**src/rtl/alu_ctrl_pkg.sv**
```systemverilog
// Shared encodings for the ID/EX ALU control block: ALUOp values, R-type
// funct values, ALU operation codes and the MULT/DIV sequencer states.
package alu_ctrl_pkg;

  localparam logic [2:0] ALUOP_LUI  = 3'b001;
  localparam logic [2:0] ALUOP_LW   = 3'b010;
  localparam logic [2:0] ALUOP_ANDI = 3'b011;
  localparam logic [2:0] ALUOP_BEQ  = 3'b100;
  localparam logic [2:0] ALUOP_ORI  = 3'b101;
  localparam logic [2:0] ALUOP_ADDI = 3'b110;
  localparam logic [2:0] ALUOP_R    = 3'b111;

  localparam logic [5:0] FUNCT_SLL  = 6'b000000;
  localparam logic [5:0] FUNCT_SRL  = 6'b000010;
  localparam logic [5:0] FUNCT_JR   = 6'b001000;
  localparam logic [5:0] FUNCT_MULT = 6'b011000;
  localparam logic [5:0] FUNCT_DIV  = 6'b011010;
  localparam logic [5:0] FUNCT_ADD  = 6'b100000;
  localparam logic [5:0] FUNCT_SUB  = 6'b100001;
  localparam logic [5:0] FUNCT_AND  = 6'b100100;
  localparam logic [5:0] FUNCT_OR   = 6'b100101;
  localparam logic [5:0] FUNCT_NOR  = 6'b100111;
  localparam logic [5:0] FUNCT_SLT  = 6'b101010;

  localparam logic [3:0] OPER_AND  = 4'b0000;
  localparam logic [3:0] OPER_OR   = 4'b0001;
  localparam logic [3:0] OPER_LUI  = 4'b0010;
  localparam logic [3:0] OPER_ADD  = 4'b0011;
  localparam logic [3:0] OPER_SLL  = 4'b0100;
  localparam logic [3:0] OPER_NOR  = 4'b0101;
  localparam logic [3:0] OPER_SRL  = 4'b0110;
  localparam logic [3:0] OPER_SUB  = 4'b0111;
  localparam logic [3:0] OPER_JR   = 4'b1000;
  localparam logic [3:0] OPER_ILL  = 4'b1001;
  localparam logic [3:0] OPER_SLT  = 4'b1010;
  localparam logic [3:0] OPER_MULT = 4'b1011;
  localparam logic [3:0] OPER_DIV  = 4'b1100;

  typedef enum logic [1:0] {
    ST_IDLE = 2'd0,
    ST_BUSY = 2'd1,
    ST_DONE = 2'd2
  } muldiv_state_t;

endpackage

```
**src/rtl/alu_control_pipe_decode.sv**
```systemverilog
// Purely combinational {ALUOp, funct} -> ALU operation decoder.
module alu_decode
  import alu_ctrl_pkg::*;
#(
  parameter int ALUOP_W = 3,
  parameter int FUNCT_W = 6,
  parameter int OPER_W  = 4
) (
  input  logic [ALUOP_W-1:0] alu_op,
  input  logic [FUNCT_W-1:0] funct,
  output logic [OPER_W-1:0]  oper,
  output logic               jr,
  output logic               illegal,
  output logic               is_muldiv
);

  // Zero-extended copies let the upper-bit checks work for any width >= the
  // decoded field, including the exact-width case.
  logic [ALUOP_W+2:0] op_ext;
  logic [FUNCT_W+5:0] fn_ext;
  logic               op_hi_zero;
  logic               fn_hi_zero;
  logic [3:0]         code;

  assign op_ext     = {3'b000, alu_op};
  assign fn_ext     = {6'b000000, funct};
  assign op_hi_zero = (op_ext[ALUOP_W+2:3] == '0);
  assign fn_hi_zero = (fn_ext[FUNCT_W+5:6] == '0);

  // Table lookup; anything not listed falls through to the illegal code.
  always_comb begin
    code = OPER_ILL;
    if (op_hi_zero) begin
      case (op_ext[2:0])
        ALUOP_R: begin
          if (fn_hi_zero) begin
            case (fn_ext[5:0])
              FUNCT_AND:  code = OPER_AND;
              FUNCT_OR:   code = OPER_OR;
              FUNCT_ADD:  code = OPER_ADD;
              FUNCT_SUB:  code = OPER_SUB;
              FUNCT_NOR:  code = OPER_NOR;
              FUNCT_SLL:  code = OPER_SLL;
              FUNCT_SRL:  code = OPER_SRL;
              FUNCT_JR:   code = OPER_JR;
              FUNCT_SLT:  code = OPER_SLT;
              FUNCT_MULT: code = OPER_MULT;
              FUNCT_DIV:  code = OPER_DIV;
              default:    code = OPER_ILL;
            endcase
          end
        end
        ALUOP_ADDI: code = OPER_ADD;
        ALUOP_ORI:  code = OPER_OR;
        ALUOP_ANDI: code = OPER_AND;
        ALUOP_LUI:  code = OPER_LUI;
        ALUOP_LW:   code = OPER_ADD;
        ALUOP_BEQ:  code = OPER_SUB;
        default:    code = OPER_ILL;
      endcase
    end
  end

  assign oper      = OPER_W'(code);
  assign jr        = (code == OPER_JR);
  assign illegal   = (code == OPER_ILL);
  assign is_muldiv = (code == OPER_MULT) || (code == OPER_DIV);

endmodule

```
**src/rtl/alu_control_pipe.sv**
```systemverilog
// Registered ALU control at the ID/EX boundary: EX pipeline register plus a
// MULT/DIV occupancy sequencer that holds ID while a long op is in flight.
module alu_control_pipe
  import alu_ctrl_pkg::*;
#(
  parameter int ALUOP_W       = 3,
  parameter int FUNCT_W       = 6,
  parameter int OPER_W        = 4,
  parameter int MULDIV_CYCLES = 32,
  parameter int CNT_W         = $clog2(MULDIV_CYCLES + 1)
) (
  input  logic               clk,
  input  logic               reset,
  input  logic               id_valid_i,
  input  logic [ALUOP_W-1:0] alu_op_i,
  input  logic [FUNCT_W-1:0] funct_i,
  input  logic               stall_i,
  input  logic               flush_i,
  output logic               ex_valid_o,
  output logic [OPER_W-1:0]  alu_operation_o,
  output logic               jr_o,
  output logic               illegal_o,
  output logic               muldiv_busy_o,
  output logic               muldiv_done_o,
  output logic               hold_o
);

  logic [OPER_W-1:0] dec_oper;
  logic              dec_jr;
  logic              dec_illegal;
  logic              dec_muldiv;
  logic              accept;
  muldiv_state_t     state;
  logic [CNT_W-1:0]  count;

  alu_decode #(
    .ALUOP_W (ALUOP_W),
    .FUNCT_W (FUNCT_W),
    .OPER_W  (OPER_W)
  ) u_decode (
    .alu_op    (alu_op_i),
    .funct     (funct_i),
    .oper      (dec_oper),
    .jr        (dec_jr),
    .illegal   (dec_illegal),
    .is_muldiv (dec_muldiv)
  );

  // muldiv_busy_o is a registered copy of (state == ST_BUSY).
  assign hold_o = muldiv_busy_o | stall_i;
  assign accept = id_valid_i & ~hold_o & ~stall_i & ~flush_i;

  // ID -> EX register: flush beats stall beats accept; otherwise a bubble.
  always_ff @(posedge clk) begin
    if (reset || flush_i) begin
      ex_valid_o      <= 1'b0;
      alu_operation_o <= '0;
      jr_o            <= 1'b0;
      illegal_o       <= 1'b0;
    end else if (stall_i) begin
      ex_valid_o      <= ex_valid_o;
    end else if (accept) begin
      ex_valid_o      <= 1'b1;
      alu_operation_o <= dec_oper;
      jr_o            <= dec_jr;
      illegal_o       <= dec_illegal;
    end else begin
      ex_valid_o      <= 1'b0;
      alu_operation_o <= '0;
      jr_o            <= 1'b0;
      illegal_o       <= 1'b0;
    end
  end

  // MULT/DIV sequencer: counts EX occupancy, pulses done, then releases ID.
  always_ff @(posedge clk) begin
    if (reset) begin
      state         <= ST_IDLE;
      count         <= '0;
      muldiv_busy_o <= 1'b0;
      muldiv_done_o <= 1'b0;
    end else begin
      muldiv_done_o <= 1'b0;
      case (state)
        ST_IDLE: begin
          if (accept && dec_muldiv) begin
            state         <= ST_BUSY;
            count         <= CNT_W'(MULDIV_CYCLES - 1);
            muldiv_busy_o <= 1'b1;
          end
        end
        ST_BUSY: begin
          if (flush_i) begin
            state         <= ST_IDLE;
            count         <= '0;
            muldiv_busy_o <= 1'b0;
          end else if (!stall_i) begin
            if (count == '0) begin
              state         <= ST_DONE;
              muldiv_busy_o <= 1'b0;
              muldiv_done_o <= 1'b1;
            end else begin
              count <= count - 1'b1;
            end
          end
        end
        ST_DONE: begin
          // A new MULT/DIV may be accepted in the done cycle itself.
          if (!flush_i && accept && dec_muldiv) begin
            state         <= ST_BUSY;
            count         <= CNT_W'(MULDIV_CYCLES - 1);
            muldiv_busy_o <= 1'b1;
          end else begin
            state <= ST_IDLE;
            count <= '0;
          end
        end
        default: begin
          state         <= ST_IDLE;
          count         <= '0;
          muldiv_busy_o <= 1'b0;
        end
      endcase
    end
  end

endmodule

```
**config.mk**
```make
export PLATFORM = sky130hd
export DESIGN_NAME = alu_control_pipe
export DESIGN_NICKNAME = d
export VERILOG_FILES = /design/src/rtl/alu_ctrl_pkg.sv /design/src/rtl/alu_control_pipe_decode.sv /design/src/rtl/alu_control_pipe.sv
export SDC_FILE = /design/constraint.sdc
export NUM_CORES = 1
export LEC_CHECK = 0
export ABC_AREA = 1
export CELL_PAD_IN_SITES_DETAIL_PLACEMENT = 1
export CELL_PAD_IN_SITES_GLOBAL_PLACEMENT = 2
export CORE_MARGIN = 1
export CORE_UTILIZATION = 26
export CTS_CLUSTER_SIZE = 8
export DETAILED_ROUTE_END_ITERATION = 12
export GPL_ROUTABILITY_DRIVEN = 0
export PLACE_DENSITY_LB_ADDON = 0.1
export SLEW_MARGIN = 40
export SYNTH_ARGS = -nofsm -noshare
export SYNTH_HDL_FRONTEND = slang
export SYNTH_SLANG_ARGS = --single-unit
```
**constraint.sdc**
```tcl
create_clock -name clk -period 2 [get_ports clk]
set_clock_uncertainty 0.15 [all_clocks]
set_input_delay 0.2 -clock clk [delete_from_list [all_inputs] [get_ports clk]]
set_output_delay 0.2 -clock clk [all_outputs]
set_load 0.1 [all_outputs]
```
# [Word-level counts from Yosys, hierarchy flattened]
# Index checks and enable logic that the tools add are counted.
[word_totals] regBits=17 input_bits=14 output_inout_bits=10 elab_cells=84
[classes] add_sub_neg=1 eq_ne=28 n_mux=25 n_bitwise=8 n_reduce_logical=14
[ops] op="one-hot mux 4 bit (11 select lines)" count=1
[ops] op="== test 6 bit, second input constant" count=6
[ops] op="two-way mux 6 bit" count=4
[ops] op="one-hot mux 4 bit (6 select lines)" count=1
[ops] op="one-hot mux 6 bit (3 select lines)" count=1
[ops] op="== test 4 bit, second input constant" count=4
[ops] op="== test 3 bit, second input constant" count=4
[ops] op="== test 6 x 5 -> 1 bit, second input constant" count=2
[ops] op="logical NOT 6 bit" count=2
[ops] op="two-way mux 1 bit" count=10
[ops] op="!= test 3 bit, second input constant" count=3
[ops] op="two-way mux 2 bit" count=4
[ops] op="== test 3 x 2 -> 1 bit, second input constant" count=2
[ops] op="== test 6 x 2 -> 1 bit, second input constant" count=1
[ops] op="== test 6 x 4 -> 1 bit, second input constant" count=1
[ops] op="one-hot mux 2 bit (3 select lines)" count=1
[ops] op="AND reduction 3 bit" count=2
[ops] op="subtractor 6 x 1 -> 6 bit, second input constant" count=1
[ops] op="two-way mux 5 bit" count=1
[ops] op="two-way mux 4 bit" count=1
[ops] op="!= test 2 bit, second input constant" count=2
[ops] op="NOT 1 bit" count=4
[ops] op="AND reduction 4 bit" count=1
[ops] op="OR reduction 4 bit" count=1
[ops] op="11 further kinds" count=16

# [Logic depth before layout (Yosys ltp)]
[depth] ltp_word=9 depth_mapped=15

# [Cells and area by module]
# A second synthesis with hierarchy kept.
[hier_totals] hier_cells=200 hier_area_um2=1251.2
[by_module_without_submodules] mod="alu_control_pipe" instances=1 cells_per_inst=122 area_each_um2=908.4 seq_area_each_um2=340.3
[by_module_without_submodules] mod="alu_decode" instances=1 cells_per_inst=78 area_each_um2=342.8 seq_area_each_um2=0.0

# [Worst setup path before layout]
# No wires, ideal clock.
[synth_timing] path_type="reg-to-output" start="register muldiv_busy_o" end="output hold_o" t_arrival_ns=1.774 path_slack_ns=-0.124 path_stages_with_launch=3 path_cell_list="dfxtp_1 inv_1 nand2_1"
[synth_between] elab_chain_cells=1
[synth_lines] element="start: declaration" line_no="alu_control_pipe.sv:23" source="output logic muldiv_busy_o,"
[synth_lines] element="start signal: assignment" line_no="alu_control_pipe.sv:80" source="muldiv_busy_o <= 1'b0;"
[synth_lines] element="start signal: assignment" line_no="alu_control_pipe.sv:89" source="muldiv_busy_o <= 1'b1;"
[synth_lines] element="start signal: assignment" line_no="alu_control_pipe.sv:96" source="muldiv_busy_o <= 1'b0;"
[synth_lines] element="bitwise OR 1 bit" line_no="alu_control_pipe.sv:50" source="assign hold_o = muldiv_busy_o | stall_i;"
[synth_lines] element="end: declaration" line_no="alu_control_pipe.sv:25" source="output logic hold_o"
# No other way between the ends.

# [Final worst setup path]
[layout_timing] start="input funct_i[1]" end="register count[3]"
[layout_between] elab_chain_cells=8 word_cells_on_any_way=22
[layout_lines] element="start: declaration" line_no="alu_control_pipe.sv:16" source="input logic [FUNCT_W-1:0] funct_i,"
[layout_lines] element="== test 6 x 5 -> 1 bit, or another cell as far along" line_no="alu_control_pipe_decode.sv:37" source="case (fn_ext[5:0])"
[layout_lines] element="one-hot mux 4 bit (11 select lines) (*)" line_no="alu_control_pipe_decode.sv:37"
[layout_lines] element="one-hot mux 4 bit (6 select lines) (*)" line_no="alu_control_pipe_decode.sv:34" source="case (op_ext[2:0])"
[layout_lines] element="== test 4 bit" line_no="alu_control_pipe_decode.sv:67" source="assign is_muldiv = (code == OPER_MULT) || (code == OPER_DIV);"
[layout_lines] element="logical OR 1 bit (*)" line_no="alu_control_pipe_decode.sv:67"
[layout_lines] element="logical AND 1 bit (on tied branches)" line_no="alu_control_pipe.sv:109, alu_control_pipe.sv:86"
[layout_lines] element="two-way mux 5 bit or != test 2 bit (tied branches)"
[layout_lines] element="one-hot mux 6 bit (3 select lines) or AND reduction 3 bit (tied branches)"
[layout_lines] element="end signal: assignment" line_no="alu_control_pipe.sv:88" source="count <= CNT_W'(MULDIV_CYCLES - 1);"
[layout_lines] element="end signal: assignment" line_no="alu_control_pipe.sv:103" source="count <= count - 1'b1;"
[layout_lines] element="end signal: assignment" line_no="alu_control_pipe.sv:111" source="count <= CNT_W'(MULDIV_CYCLES - 1);"
[layout_lines] element="end: declaration" line_no="alu_control_pipe.sv:34" source="logic [CNT_W-1:0] count;"
# Mark *: on every way between the ends. The rest lies on a longest branch, timed or not.
# A chain may end at the register's enable or synchronous reset.

==> results.yml <==
die:
  coreArea_mm2: 0.00412
  boundaryPins: 24
  die-area_mm2: 0.00468
  fp.dieH_um: 68.4
  placementRows: 23
  die_x_um: 68.4
  start_util_pct: 27.9
detailed_routing:
  dr.pass1.iters: 4
  drc_errors: 0
  drt_iter0_drc: 69
  routed_via_density: 4.75
  antenna_left: 0
  wl_per_cell_um: 12.7
  vias: 1320
  drt_wl_total_um: 3530
global_route:
  grt_max_degree: 11
  first_global_vias: 1373
  grt_busiest_layer: "met2"
  antenna_found_initial: 0
  globalRouteMet3Util_pct: 3.50
  met1_usage_pct: 22.6
  grt_util_all_layers_pct: 17.0
  grt_first_pass_wirelength_um: 5970
  grt_overflow: 0
  grtUsageMet2_pct: 27.7
cells_and_area:
  post-route-util_pct: 40.4
  layout.nets: 245
  layout.cells.non_filler: 278
  design_area_mm2: 0.00166
  mostFrequentLayoutCells: "nand2_1, inv_1, buf_4"
  layout_commonest_cell: "nand2_1"
  drive_above_1_share_pct: 28.5
  syn_to_final_growth_pct: 44.9
  diodes: 0
timing:
  slew_violations: 0
  hold_viol: 0
  tns_ps: 0
  fin_hold_ws_ps: 320
  fin_crit_ps: 1820
  worst_slack_ps: 176
  setup_viol_count_final: 0
  period_share_pct: 91.2
  rsz0062_at_grt: "false"
  worst_pin_slew_ps: 340
  slew_headroom_pct: 77.2
  fmax_mhz: 548
worst_hold_path:
  hp-class: "reg2reg"
clock_network:
  cts_tree: "built"
  path_clk_slew_ps: 70
  postCtsHoldBufs: 0
  clk_latency_ps: 250
  cts_buffers: 3
  htreeDepth: 1
  clock-root-buffer: "clkbuf_8"
  cts_buffer_depth: 2
  cts_sinks: 17
pwr:
  cellLeakagePower_nw: 0.761
  power_density_mw_per_mm2: 484
  finalPower_mw: 0.806
  irDropWorstVdd_mv: 0.253
critical_path:
  worst_ep_required_time_ps: 2040
  end_kind: "register"
  critPathMaxFanout: 5
  worstSetupPathType: "in2reg"
  cp.arrival_ps: 1870
  startpoint_type: "input pin"
  r2r_slack_ps: 200
logic_synthesis:
  yosysSeqAreaShare_pct: 29.7
  synthCells: 189
  ys_seq_elements: 17
  syn_avg_cell_area_um2: 6.07
  yosysWarnings: 0
  synth_fp_nets: 205
  syn-cell-area_mm2: 0.00115
  synth_cell_type_count: 23
placed_design:
  numPortBuffers: 23
  place_hpwl_um: 2970
  dp_slack_ps: -476
  dp.cells: 273
  placed_area_mm2: 0.00153
job:
  maxCapViolations: 0
run_status:
  status: "finished clean"
==> flip-flops by register name (all words and copies together), names as in the netlist <==
name,cells
count,6
alu_operation_o,4
state,2
ex_valid_o,1
illegal_o,1
jr_o,1
muldiv_busy_o,1
muldiv_done_o,1
==> logic make-up (layout without fill, tap and decap cells) <==
kind of cell | count (synthesis) | count (layout) | share of synthesized area (%)
buffers and inverters | 32 | 71 | 10.5
xor gates and xnor gates | 1 | 1 | 0.763
and+or+nand+nor | 113 | 113 | 44.5
AOI/OAI and AO/OA | 24 | 24 | 12.4
adders and majority gates | 2 | 2 | 2.18
DFF | 17 | 17 | 29.7
==> report_power, final <==
part	total [mW]	switching (mW)	internal [mW]	leakage (nW)
sequential	0.348	0.00474	0.343	0.138
clock	0.265	0.126	0.138	0.0255
combinational	0.193	0.116	0.0773	0.598
==> worst paths after layout <==
| path | start | endpoint | cells past startpoint |
|---|---|---|---|
| worst min-delay path | illegal_o | illegal_o | 2 |
| worst max register to register | count[0] | count[3] | 10 |
| worst min register to register | illegal_o | illegal_o | 2 |
| worst max-delay path | funct_i[1] | count[3] | 14 |
==> worst max-delay path, stage by stage <==
cell	delay [ps]
clkdlybuf4s15_1	250
nor2_4	180
nand3_1	120
nand2_1	120
nor2_1	50
nand2_1	50
nand2_1	60
nand2_2	70
nand3_1	80
a21oi_2	160
nand2_2	100
a21oi_4	200
nand2_1	100
a21oi_2	130
==> layer usage <==
metal	share of wire (%)	vias to the layer above
li1	-	684
met1	51	612
met2	45	22
met3	3.9	2
met4	0.57	0
met5	0	-
==> repair_timing <==
item / CTS / global route
resized for setup: 17 / 28
cloned: 0 / 0
pin swaps: 8 / 7
endpoints found under the setup margin: 10 / 9
setup buffers: 1 / 0
==> Yosys cell counts <==
| master | count | area (um2) |
|---|---|---|
| a21boi_0 | 2 | 15.0 |
| a21oi_1 | 18 | 90.1 |
| a21oi_2 | 1 | 8.76 |
| a21oi_4 | 1 | 16.3 |
| clkbuf_1 | 3 | 11.3 |
| dfxtp_1 | 17 | 340 |
| ha_1 | 2 | 25.0 |
| inv_1 | 29 | 109 |
| nand2_1 | 44 | 165 |
| nand2_2 | 3 | 18.8 |
| nand3_1 | 24 | 120 |
| nand3b_1 | 2 | 15.0 |
| nand4_1 | 2 | 12.5 |
| nor2_1 | 23 | 86.3 |
| nor2_2 | 1 | 6.26 |
| nor2_4 | 1 | 11.3 |
| nor3_1 | 5 | 25.0 |
| nor4_1 | 3 | 18.8 |
| o21a_1 | 1 | 7.51 |
| o21ai_0 | 1 | 5.00 |
| or2_2 | 4 | 25.0 |
| or3_1 | 1 | 6.26 |
| xnor2_1 | 1 | 8.76 |
==> final cells by class <==
type                            instances  area, um2
Timing Repair Buffer                   38        318
Multi-Input combinational cell        140        786
Tap cell                               50       62.6
Inverter                               29        109
Sequential cell                        17        342
Clock buffer                            3       41.3
Clock inverter                          1       5.00
Fill cell                             544       2450
Power figures use the tool's default switching activity.
